--- src/rtl/div_pkg.sv ---
// Shared types and constants for the divider issue/return stage.
package div_pkg;

  typedef enum logic [1:0] {
    DIV  = 2'b00,
    DIVU = 2'b01,
    REM  = 2'b10,
    REMU = 2'b11
  } div_op_e;

  typedef logic [2:0] div_state_t;

  localparam div_state_t ST_IDLE  = 3'd0;
  localparam div_state_t ST_START = 3'd1;
  localparam div_state_t ST_WAIT  = 3'd2;
  localparam div_state_t ST_RESP  = 3'd3;
  localparam div_state_t ST_DRAIN = 3'd4;

  // Constants are built at the widest supported width and sliced by the user.
  localparam int unsigned MAX_W = 64;

  function automatic logic [MAX_W-1:0] div_by_zero_quo(input int unsigned w);
    div_by_zero_quo = (w >= MAX_W) ? {MAX_W{1'b1}} : ((64'd1 << w) - 64'd1);
  endfunction

  function automatic logic [MAX_W-1:0] int_min(input int unsigned w);
    int_min = 64'd1 << (w - 1);
  endfunction

endpackage

--- src/rtl/div_sign_fix.sv ---
// Conditional two's-complement negate of two values; used for operand
// magnitudes and for quotient/remainder sign correction.
module div_sign_fix #(
  parameter int unsigned WIDTH = 32
) (
  input  logic [WIDTH-1:0] a_i,
  input  logic             neg_a_i,
  input  logic [WIDTH-1:0] b_i,
  input  logic             neg_b_i,
  output logic [WIDTH-1:0] a_o,
  output logic [WIDTH-1:0] b_o
);

  assign a_o = neg_a_i ? -a_i : a_i;
  assign b_o = neg_b_i ? -b_i : b_i;

endmodule

--- src/rtl/div_seq_ctrl.sv ---
// Issue/return stage for the external iterative unsigned divider: handles
// signs, divide-by-zero and overflow, and returns a tagged result.
module div_seq_ctrl #(
  parameter int unsigned WIDTH = 32,
  parameter int unsigned TAG_W = 5
) (
  input  logic             clk,
  input  logic             rst_ni,
  input  logic             flush_i,
  input  logic             req_valid_i,
  output logic             req_ready_o,
  input  logic [1:0]       req_op_i,
  input  logic [WIDTH-1:0] req_a_i,
  input  logic [WIDTH-1:0] req_b_i,
  input  logic [TAG_W-1:0] req_tag_i,
  output logic             rsp_valid_o,
  input  logic             rsp_ready_i,
  output logic [WIDTH-1:0] rsp_data_o,
  output logic [TAG_W-1:0] rsp_tag_o,
  output logic             div_start_o,
  output logic [WIDTH-1:0] div_a_o,
  output logic [WIDTH-1:0] div_b_o,
  input  logic             div_done_i,
  input  logic [WIDTH-1:0] div_quo_i,
  input  logic [WIDTH-1:0] div_rem_i
);
  import div_pkg::*;

  localparam logic [MAX_W-1:0] QUO_Z_FULL   = div_by_zero_quo(WIDTH);
  localparam logic [MAX_W-1:0] INT_MIN_FULL = int_min(WIDTH);
  localparam logic [WIDTH-1:0] QUO_Z        = QUO_Z_FULL[WIDTH-1:0];
  localparam logic [WIDTH-1:0] INT_MIN      = INT_MIN_FULL[WIDTH-1:0];

  div_state_t       state_q, state_d;
  logic             is_rem_q, is_rem_d;
  logic             neg_a_q, neg_a_d;
  logic             neg_b_q, neg_b_d;
  logic [WIDTH-1:0] data_q, data_d;
  logic [TAG_W-1:0] tag_q, tag_d;
  logic [WIDTH-1:0] div_a_q, div_a_d;
  logic [WIDTH-1:0] div_b_q, div_b_d;

  div_op_e          req_op;
  logic             req_signed, req_rem;
  logic             req_neg_a, req_neg_b;
  logic [WIDTH-1:0] mag_a, mag_b;
  logic [WIDTH-1:0] quo_fix, rem_fix;

  assign req_op     = div_op_e'(req_op_i);
  assign req_signed = (req_op == DIV) || (req_op == REM);
  assign req_rem    = (req_op == REM) || (req_op == REMU);
  assign req_neg_a  = req_signed & req_a_i[WIDTH-1];
  assign req_neg_b  = req_signed & req_b_i[WIDTH-1];

  div_sign_fix #(.WIDTH(WIDTH)) u_pre_fix (
    .a_i     (req_a_i),
    .neg_a_i (req_neg_a),
    .b_i     (req_b_i),
    .neg_b_i (req_neg_b),
    .a_o     (mag_a),
    .b_o     (mag_b)
  );

  // Quotient takes the XOR of the signs, remainder follows the dividend.
  div_sign_fix #(.WIDTH(WIDTH)) u_post_fix (
    .a_i     (div_quo_i),
    .neg_a_i (neg_a_q ^ neg_b_q),
    .b_i     (div_rem_i),
    .neg_b_i (neg_a_q),
    .a_o     (quo_fix),
    .b_o     (rem_fix)
  );

  always_comb begin
    state_d  = state_q;
    is_rem_d = is_rem_q;
    neg_a_d  = neg_a_q;
    neg_b_d  = neg_b_q;
    data_d   = data_q;
    tag_d    = tag_q;
    div_a_d  = div_a_q;
    div_b_d  = div_b_q;
    case (state_q)
      ST_IDLE: begin
        if (!flush_i && req_valid_i) begin
          is_rem_d = req_rem;
          neg_a_d  = req_neg_a;
          neg_b_d  = req_neg_b;
          tag_d    = req_tag_i;
          if (req_b_i == '0) begin
            data_d  = req_rem ? req_a_i : QUO_Z;
            state_d = ST_RESP;
          end else if (req_signed && req_a_i == INT_MIN && req_b_i == QUO_Z) begin
            data_d  = req_rem ? '0 : req_a_i;
            state_d = ST_RESP;
          end else begin
            div_a_d = mag_a;
            div_b_d = mag_b;
            state_d = ST_START;
          end
        end
      end
      // The start pulse leaves this cycle regardless, so a flush must drain.
      ST_START: state_d = flush_i ? ST_DRAIN : ST_WAIT;
      ST_WAIT: begin
        if (flush_i) begin
          // A done arriving with the flush is already consumed; nothing to drain.
          state_d = div_done_i ? ST_IDLE : ST_DRAIN;
        end else if (div_done_i) begin
          data_d  = is_rem_q ? rem_fix : quo_fix;
          state_d = ST_RESP;
        end
      end
      ST_RESP: begin
        if (flush_i || rsp_ready_i) state_d = ST_IDLE;
      end
      ST_DRAIN: begin
        if (div_done_i) state_d = ST_IDLE;
      end
      default: state_d = ST_IDLE;
    endcase
  end

  always_ff @(posedge clk or negedge rst_ni) begin
    if (!rst_ni) begin
      state_q  <= ST_IDLE;
      is_rem_q <= 1'b0;
      neg_a_q  <= 1'b0;
      neg_b_q  <= 1'b0;
      data_q   <= '0;
      tag_q    <= '0;
      div_a_q  <= '0;
      div_b_q  <= '0;
    end else begin
      state_q  <= state_d;
      is_rem_q <= is_rem_d;
      neg_a_q  <= neg_a_d;
      neg_b_q  <= neg_b_d;
      data_q   <= data_d;
      tag_q    <= tag_d;
      div_a_q  <= div_a_d;
      div_b_q  <= div_b_d;
    end
  end

  assign req_ready_o = (state_q == ST_IDLE);
  assign rsp_valid_o = (state_q == ST_RESP);
  assign div_start_o = (state_q == ST_START);
  assign rsp_data_o  = data_q;
  assign rsp_tag_o   = tag_q;
  assign div_a_o     = div_a_q;
  assign div_b_o     = div_b_q;

endmodule
--- config.mk ---
export PLATFORM = sky130hd
export DESIGN_NAME = div_seq_ctrl
export DESIGN_NICKNAME = d
export VERILOG_FILES = /design/src/rtl/div_pkg.sv /design/src/rtl/div_sign_fix.sv /design/src/rtl/div_seq_ctrl.sv
export SDC_FILE = /design/constraint.sdc
export NUM_CORES = 1
export LEC_CHECK = 0
export BUFFER_PORTS_ARGS = -buffer_cell sky130_fd_sc_hd__clkbuf_2
export CORE_ASPECT_RATIO = 0.5
export CORE_UTILIZATION = 50
export DETAILED_ROUTE_END_ITERATION = 6
export GPL_TIMING_DRIVEN = 0
export PLACE_DENSITY = 0.79
export SLEW_MARGIN = 20
export SYNTH_ARGS = -nofsm -noshare
export SYNTH_HDL_FRONTEND = slang
export SYNTH_SLANG_ARGS = --single-unit
--- constraint.sdc ---
create_clock -name clk -period 5.3 [get_ports clk]
set_input_delay 1.325 -clock clk [delete_from_list [all_inputs] [get_ports clk]]
set_output_delay 1.325 -clock clk [all_outputs]
set_load 0.03 [all_outputs]
# Word-level counts from Yosys, hierarchy flattened

Cells that the tools add are included.

Add/sub/neg operators: 4
Multiply operators: 0
Divide/modulo/power cells: 0
Magnitude comparators: 0
Equal/unequal tests: 15
Shift operators: 0
Muxes and demuxes: 23
Bitwise logic cells: 5
Reductions and logical operators: 15

Operators by type and width:

| cell                                                   | number |
|---|---|
| 2-to-1 mux 32 bit                                      | 12 |
| negator 32 bit                                         | 4 |
| equality test 32 bit (second input constant)           | 2 |
| one-hot mux 32 bit (2 select lines)                    | 1 |
| zero test 32 bit                                       | 1 |
| 2-to-1 mux 3 bit                                       | 7 |
| one-hot mux 3 bit (5 select lines)                     | 1 |
| AND reduction 4 bit                                    | 2 |
| equality test 3 x 2 -> 1 bit (second input constant)   | 2 |
| inequality test 2 bit (second input constant)          | 3 |
| AND reduction 5 bit                                    | 1 |
| equality test 2 bit (second input constant)            | 2 |
| 2-to-1 mux 2 bit                                       | 2 |
| inequality test 2 x 1 -> 1 bit (second input constant) | 2 |
| equality test 3 x 1 -> 1 bit (second input constant)   | 1 |
| equality test 3 bit (second input constant)            | 1 |
| logical AND 1 bit                                      | 3 |
| zero test 3 bit                                        | 1 |
| logical OR 1 bit                                       | 3 |
| inequality test 3 x 1 -> 1 bit (second input constant) | 1 |
| inequality test 3 bit (second input constant)          | 1 |
| bitwise AND 1 bit                                      | 2 |
| zero test 2 bit                                        | 1 |
| inverter 1 bit                                         | 2 |
| 4 further kinds                                        | 4 |

Flip-flop bits (word level): 107
Latch bits: 0
RAM bits: 0
Memory bits (read-only): 0
Input bits: 141
Logic and storage cells: 70
Memories kept: 0

# Depth between registers and ports, before layout

Word-level depth: 8
Depth in mapped cells: 11

# Modules after synthesis

Synthesis repeated with hierarchy kept, for this count alone.

Cells, all modules: 831
Area total of the unflattened synthesis: 8303.0 µm²

By module, submodules not included:

| module       | times used | cells an instance | area an instance (µm²) | sequential area each (µm²) |
|---|---|---|---|---|
| div_seq_ctrl | 1          | 435               | 5505.3                 | 2677.6 |
| div_sign_fix | 2          | 198               | 1398.8                 | 0.0 |

# Least setup slack after synthesis

OpenSTA, ideal clock, no wires.

Path kind: input to register
Start: input div_rem_i[4]
End: register data_q[25], in the netlist rsp_data_o[25]
Data arrival time: 3474 ps
Data required time: 5174 ps
Path slack: 1700 ps
Stages on the path: 9
Cell sequence: or4_1 buf_2 or3_1 buf_2 or2_4 o31ai_4 xor2_1 a21oi_1 a221o_1

Longest elaborated chain between the ends: 6

Ends and longest elaborated chain:

| what                                | line                | source |
|---|---|---|
| start, declared                     | div_seq_ctrl.sv:25  | `input logic [WIDTH-1:0] div_rem_i` |
| negator 32 bit                      | div_sign_fix.sv:15  | `assign b_o = neg_b_i ? -b_i : b_i;` |
| 2-to-1 mux 32 bit                   | div_sign_fix.sv:15  |  |
| 2-to-1 mux 32 bit                   | div_seq_ctrl.sv:110 | `data_d = is_rem_q ? rem_fix : quo_fix;` |
| 2-to-1 mux 32 bit                   | div_seq_ctrl.sv:109 | `end else if (div_done_i) begin` |
| 2-to-1 mux 32 bit                   | div_seq_ctrl.sv:106 | `if (flush_i) begin` |
| one-hot mux 32 bit (2 select lines) | div_seq_ctrl.sv:83  | `case (state_q)` |
| end signal, assigned                | div_seq_ctrl.sv:139 | `data_q <= data_d;` |
| end, declared                       | div_seq_ctrl.sv:38  | `logic [WIDTH-1:0] data_q, data_d;` |

No other way between the ends. The select of a mux whose other input is x is not followed.
A chain may end at the register's enable or synchronous reset.

# Worst setup path after layout

Start: input req_b_i[4]
End: register data_q[16], in the netlist rsp_data_o[16]

Longest elaborated chain between the ends: 4
Elaborated cells on any way between the ends: 8

Ends and longest elaborated chain:

| what                                                                                        | line                                   | source |
|---|---|---|
| start, declared                                                                             | div_seq_ctrl.sv:14                     | `input logic [WIDTH-1:0] req_b_i,` |
| equality test 32 bit or zero test 32 bit (tied branches)                                    | div_seq_ctrl.sv:93, div_seq_ctrl.sv:90 |  |
| logical AND 1 bit or 2-to-1 mux 32 bit (tied branches)                                      | div_seq_ctrl.sv:93, div_seq_ctrl.sv:90 |  |
| inequality test 3 x 1 -> 1 bit (no source line) or 2-to-1 mux 32 bit (tied branches)        | -                                      |  |
| AND reduction 5 bit (no source line) or one-hot mux 32 bit (2 select lines) (tied branches) | -                                      |  |

Parallel ways exist; a longest one is shown, timed or not. The select of a mux whose other input is x is not followed.

==> results.py <==
metrics = {
    "timing": {
        "tightest_slew_ns": 1.110,
        "hold_viol": 0,
        "slew_violations": 0,
        "timing.fmax_ghz": 0.2533,
        "setup_tns_ns": 0,
        "max_slew_margin_pct": 25.31,
        "min_period_over_period_pct": 74.50,
        "clock_skew_ns": 0.01038,
        "period_minus_slack_ns": 3.949,
        "rsz0062_at_grt": "false",
        "setup_violations": 0,
    },
    "critical_path": {
        "slowest_delay_ns": 0.53,
        "arrival_ns": 4.24,
        "end_kind": "register",
        "cp_max_fo": 10,
        "critPathKind": "input port to register",
        "critPathRequiredTime_ns": 5.60,
        "crit_path_start_kind": "input port",
        "slowest_stage": "nand4_1",
        "path_cells": "clkbuf_2, nor4_1, and3b_1, clkbuf_1, nand4_1, a21oi_2, buf_2, nand2_1, o221ai_1, o22a_1",
    },
    "clocking": {
        "clock_latency_ns": 0.35,
        "path_clk_slew_ns": 0.07,
        "cts_sinks": 107,
        "cts_hold_buf": 0,
        "cts_tree": "done",
        "cts_setup_buffers": 0,
        "cts_buffer_depth": 2,
        "cts_resized": 0,
        "htree_levels": 3,
        "cts_root_buf": "clkbuf_16",
        "cts_made_buffers": 9,
    },
    "power_and_ir_drop": {
        "combPwrFrac_pct": 54.7,
        "vdd_drop_max_mv": 0.1713,
        "powerDensity_nw_per_um2": 499.4,
        "power_frac_seq_pct": 30.6,
        "clkPwrFrac_pct": 14.7,
        "p_leak_nw": 4.041,
        "net-switching-power_mw": 2.244,
        "p_sw_share_pct": 48.79,
        "intPower_mw": 2.356,
    },
    "logic_synthesis": {
        "yosysWarnings": 0,
        "async_reset_ff_share_pct": 100.0,
        "yosys.area.top_type_share_pct": 36.09,
        "synth-compound-area-share_pct": 23.05,
        "muxShareOfSynthArea_pct": 1.737,
        "synth_top_family_by_area": "compound AO/OA/AOI/OAI gates",
        "synth_adder_area_share_pct": 0.9781,
        "syn_area_per_cell_um2": 8.327,
        "synthFlopType": "dfrtp_1",
        "ys_types": 65,
        "yosys.area_share.simple_pct": 20.37,
        "syn_inst": 891,
        "synth_top_cell_by_area": "dfrtp_1",
        "seq_area_frac_synth_pct": 36.09,
        "synth_fp_nets": 1037,
        "synth_xor_area_share_pct": 13.81,
        "synth_area_um2": 7420,
        "ys_top_cells_by_area": "dfrtp_1 36%, xnor2_1 7.3%, a21oi_1 7.1%, xor2_1 6.5%, nor2_1 6.0%",
        "synth_edf_count": 0,
        "ys_ff_latch": 107,
    },
    "route": {
        "vias_per_cell": 5.961,
        "num_vias": 8042,
        "antenna_left": 0,
        "wl_mm": 25.05,
        "avgRoutedWirePerCell_um": 18.57,
        "first_iter_violations": 770,
        "firstDrtPassIters": 6,
        "drc": 0,
    },
    "final_layout": {
        "final_nets": 1292,
        "drive_gt1_share_pct": 26.06,
        "diodes": 0,
        "area_delta_synth_final_pct": 24.15,
        "layout_commonest_cell": "clkbuf_2",
        "most-common-layout-cells": "243 x clkbuf_2, 118 x nor2_1, 107 x dfrtp_1",
        "final_core_util_pct": 63.67,
    },
    "global_route": {
        "grt_antenna_before_repair": 0,
        "grt_pass1_wl_mm": 38.47,
        "grt_start_max_net_pins": 87,
        "grt_usage_pct": 32.28,
        "globalRoute.totalOverflow": 0,
        "grt_pass1_vias": 7406,
    },
    "job": {
        "drv_cap": 0,
    },
    "run_status": {
        "outcome": "finished clean",
    },
    "die": {
        "initial_core_util_pct": 51.28,
        "die_area_um2": 15360,
        "placementRows": 31,
        "io_pins": 245,
        "core-area_um2": 14470,
        "die_x_um": 174.3,
        "die_h_um": 88.14,
    },
    "placed_design": {
        "gp_congestion": 0.9324,
        "dp_hpwl_mm": 19.89,
        "portBuffers": 243,
    },
    "hold_path": {
        "hold_class": "register to register",
    },
}
## through the flow
stage / cells / instance area [µm²] / total power [mW] / hold slack (ns) / worst slack, ns
after floorplan: 891 / 7420 / 3.086 / 0.5098 / 1.700
after global placement: 1332 / 8884 / 3.856 / 0.4593 / 1.135
after detailed placement: 1333 / 8920 / 3.912 / 0.4658 / 1.058
after CTS: 1349 / 9211 / 4.593 / 0.4819 / 1.424
after global routing: 1349 / 9211 / 4.866 / 0.5045 / 1.128
final: 1349 / 9211 / 4.600 / 0.4757 / 1.351
## layer usage
metal  vias to the layer above  wire, µm  GRT usage [%]
met3                        50      2460          7.075
li1                       3743         -              -
met4                         0       546          10.69
met2                       427     11570          53.82
met5                         -         0              0
met1                      3822     10470          42.18
## cells by family after synthesis
logic type / after synthesis
flops: 107
compound gates: 267
buf+inv: 70
xor+xnor: 117
simple gates: 312
fa+ha+maj: 6
mux: 12
## critical path: cells and delay by family
kind	cells	cell delay [ns]
buf+inv	3	0.73
compound gates	3	0.82
simple gates	4	1.36
## flip-flops by register name, summed over array words and instances (netlist names)
register	count
div_a_o	32
div_b_o	32
rsp_data_o	32
is_rem_q	1
neg_b_q	1
state_q	3
neg_a_q	1
rsp_tag_o	5
## cells in the mapped netlist (2+ instances only)
library cell	number
nor2_1	118
dfrtp_1	107
a21oi_1	105
xnor2_1	62
nand2_1	61
o21ai_0	56
xor2_1	55
clkbuf_1	30
nor3_1	23
o41ai_1	21
inv_1	19
buf_2	18
nor4_1	17
or4_1	17
o31ai_1	16
or3_1	15
nand3_1	10
nand4_1	10
o211ai_1	10
a21o_1	8
a31oi_1	8
nand2b_1	8
mux2_2	7
o221ai_1	6
and3_1	5
ha_1	5
mux2i_1	5
nor2b_1	5
a221o_1	4
a32o_1	4
o22a_1	4
a41oi_1	3
and2_1	3
nand3b_1	3
nor3b_1	3
or2_1	3
a21oi_2	2
a22o_1	2
a2bb2oi_1	2
and3b_1	2
and4_1	2
o22ai_1	2
o32ai_1	2
or2_2	2
## final timing paths
check	end	depth (start not counted)	slack (ns)	start
worst max-delay path	rsp_data_o[16]$_DFFE_PN0P_	10	1.35	req_b_i[4]
worst min-delay path	rsp_data_o[4]$_DFFE_PN0P_	1	0.48	rsp_data_o[4]$_DFFE_PN0P_
worst max register to register	rsp_data_o[1]$_DFFE_PN0P_	7	2.67	state_q[2]$_DFFE_PN0P_
worst min register to register	rsp_data_o[4]$_DFFE_PN0P_	1	0.48	rsp_data_o[4]$_DFFE_PN0P_
max in group asynchronous	div_a_o[14]$_DFFE_PN0P_	2	3.76	rst_ni
min in group asynchronous	div_b_o[16]$_DFFE_PN0P_	1	0.83	rst_ni
## power groups by stage
stage	combinational [mW]	clock [mW]	sequential [mW]
2_1_floorplan	1.00	0	2.09
3_3_place_gp	2.45	0	1.41
3_5_place_dp	2.49	0	1.42
4_1_cts	2.50	0.684	1.41
5_1_grt	2.71	0.714	1.45
6_report	2.52	0.677	1.41
## area by class of cell
cell class              count  area [µm²]
plain buffers              51       222.7
clock buffers              10       229.0
clock inverters             6       62.56
fillers                  1268        5256
inverters                  19       71.32
multi-input cells         714        4448
flip-flops and latches    107        2678
well taps                 198       247.7
repair buffers            244        1252
(Power assumes the default switching activity.)
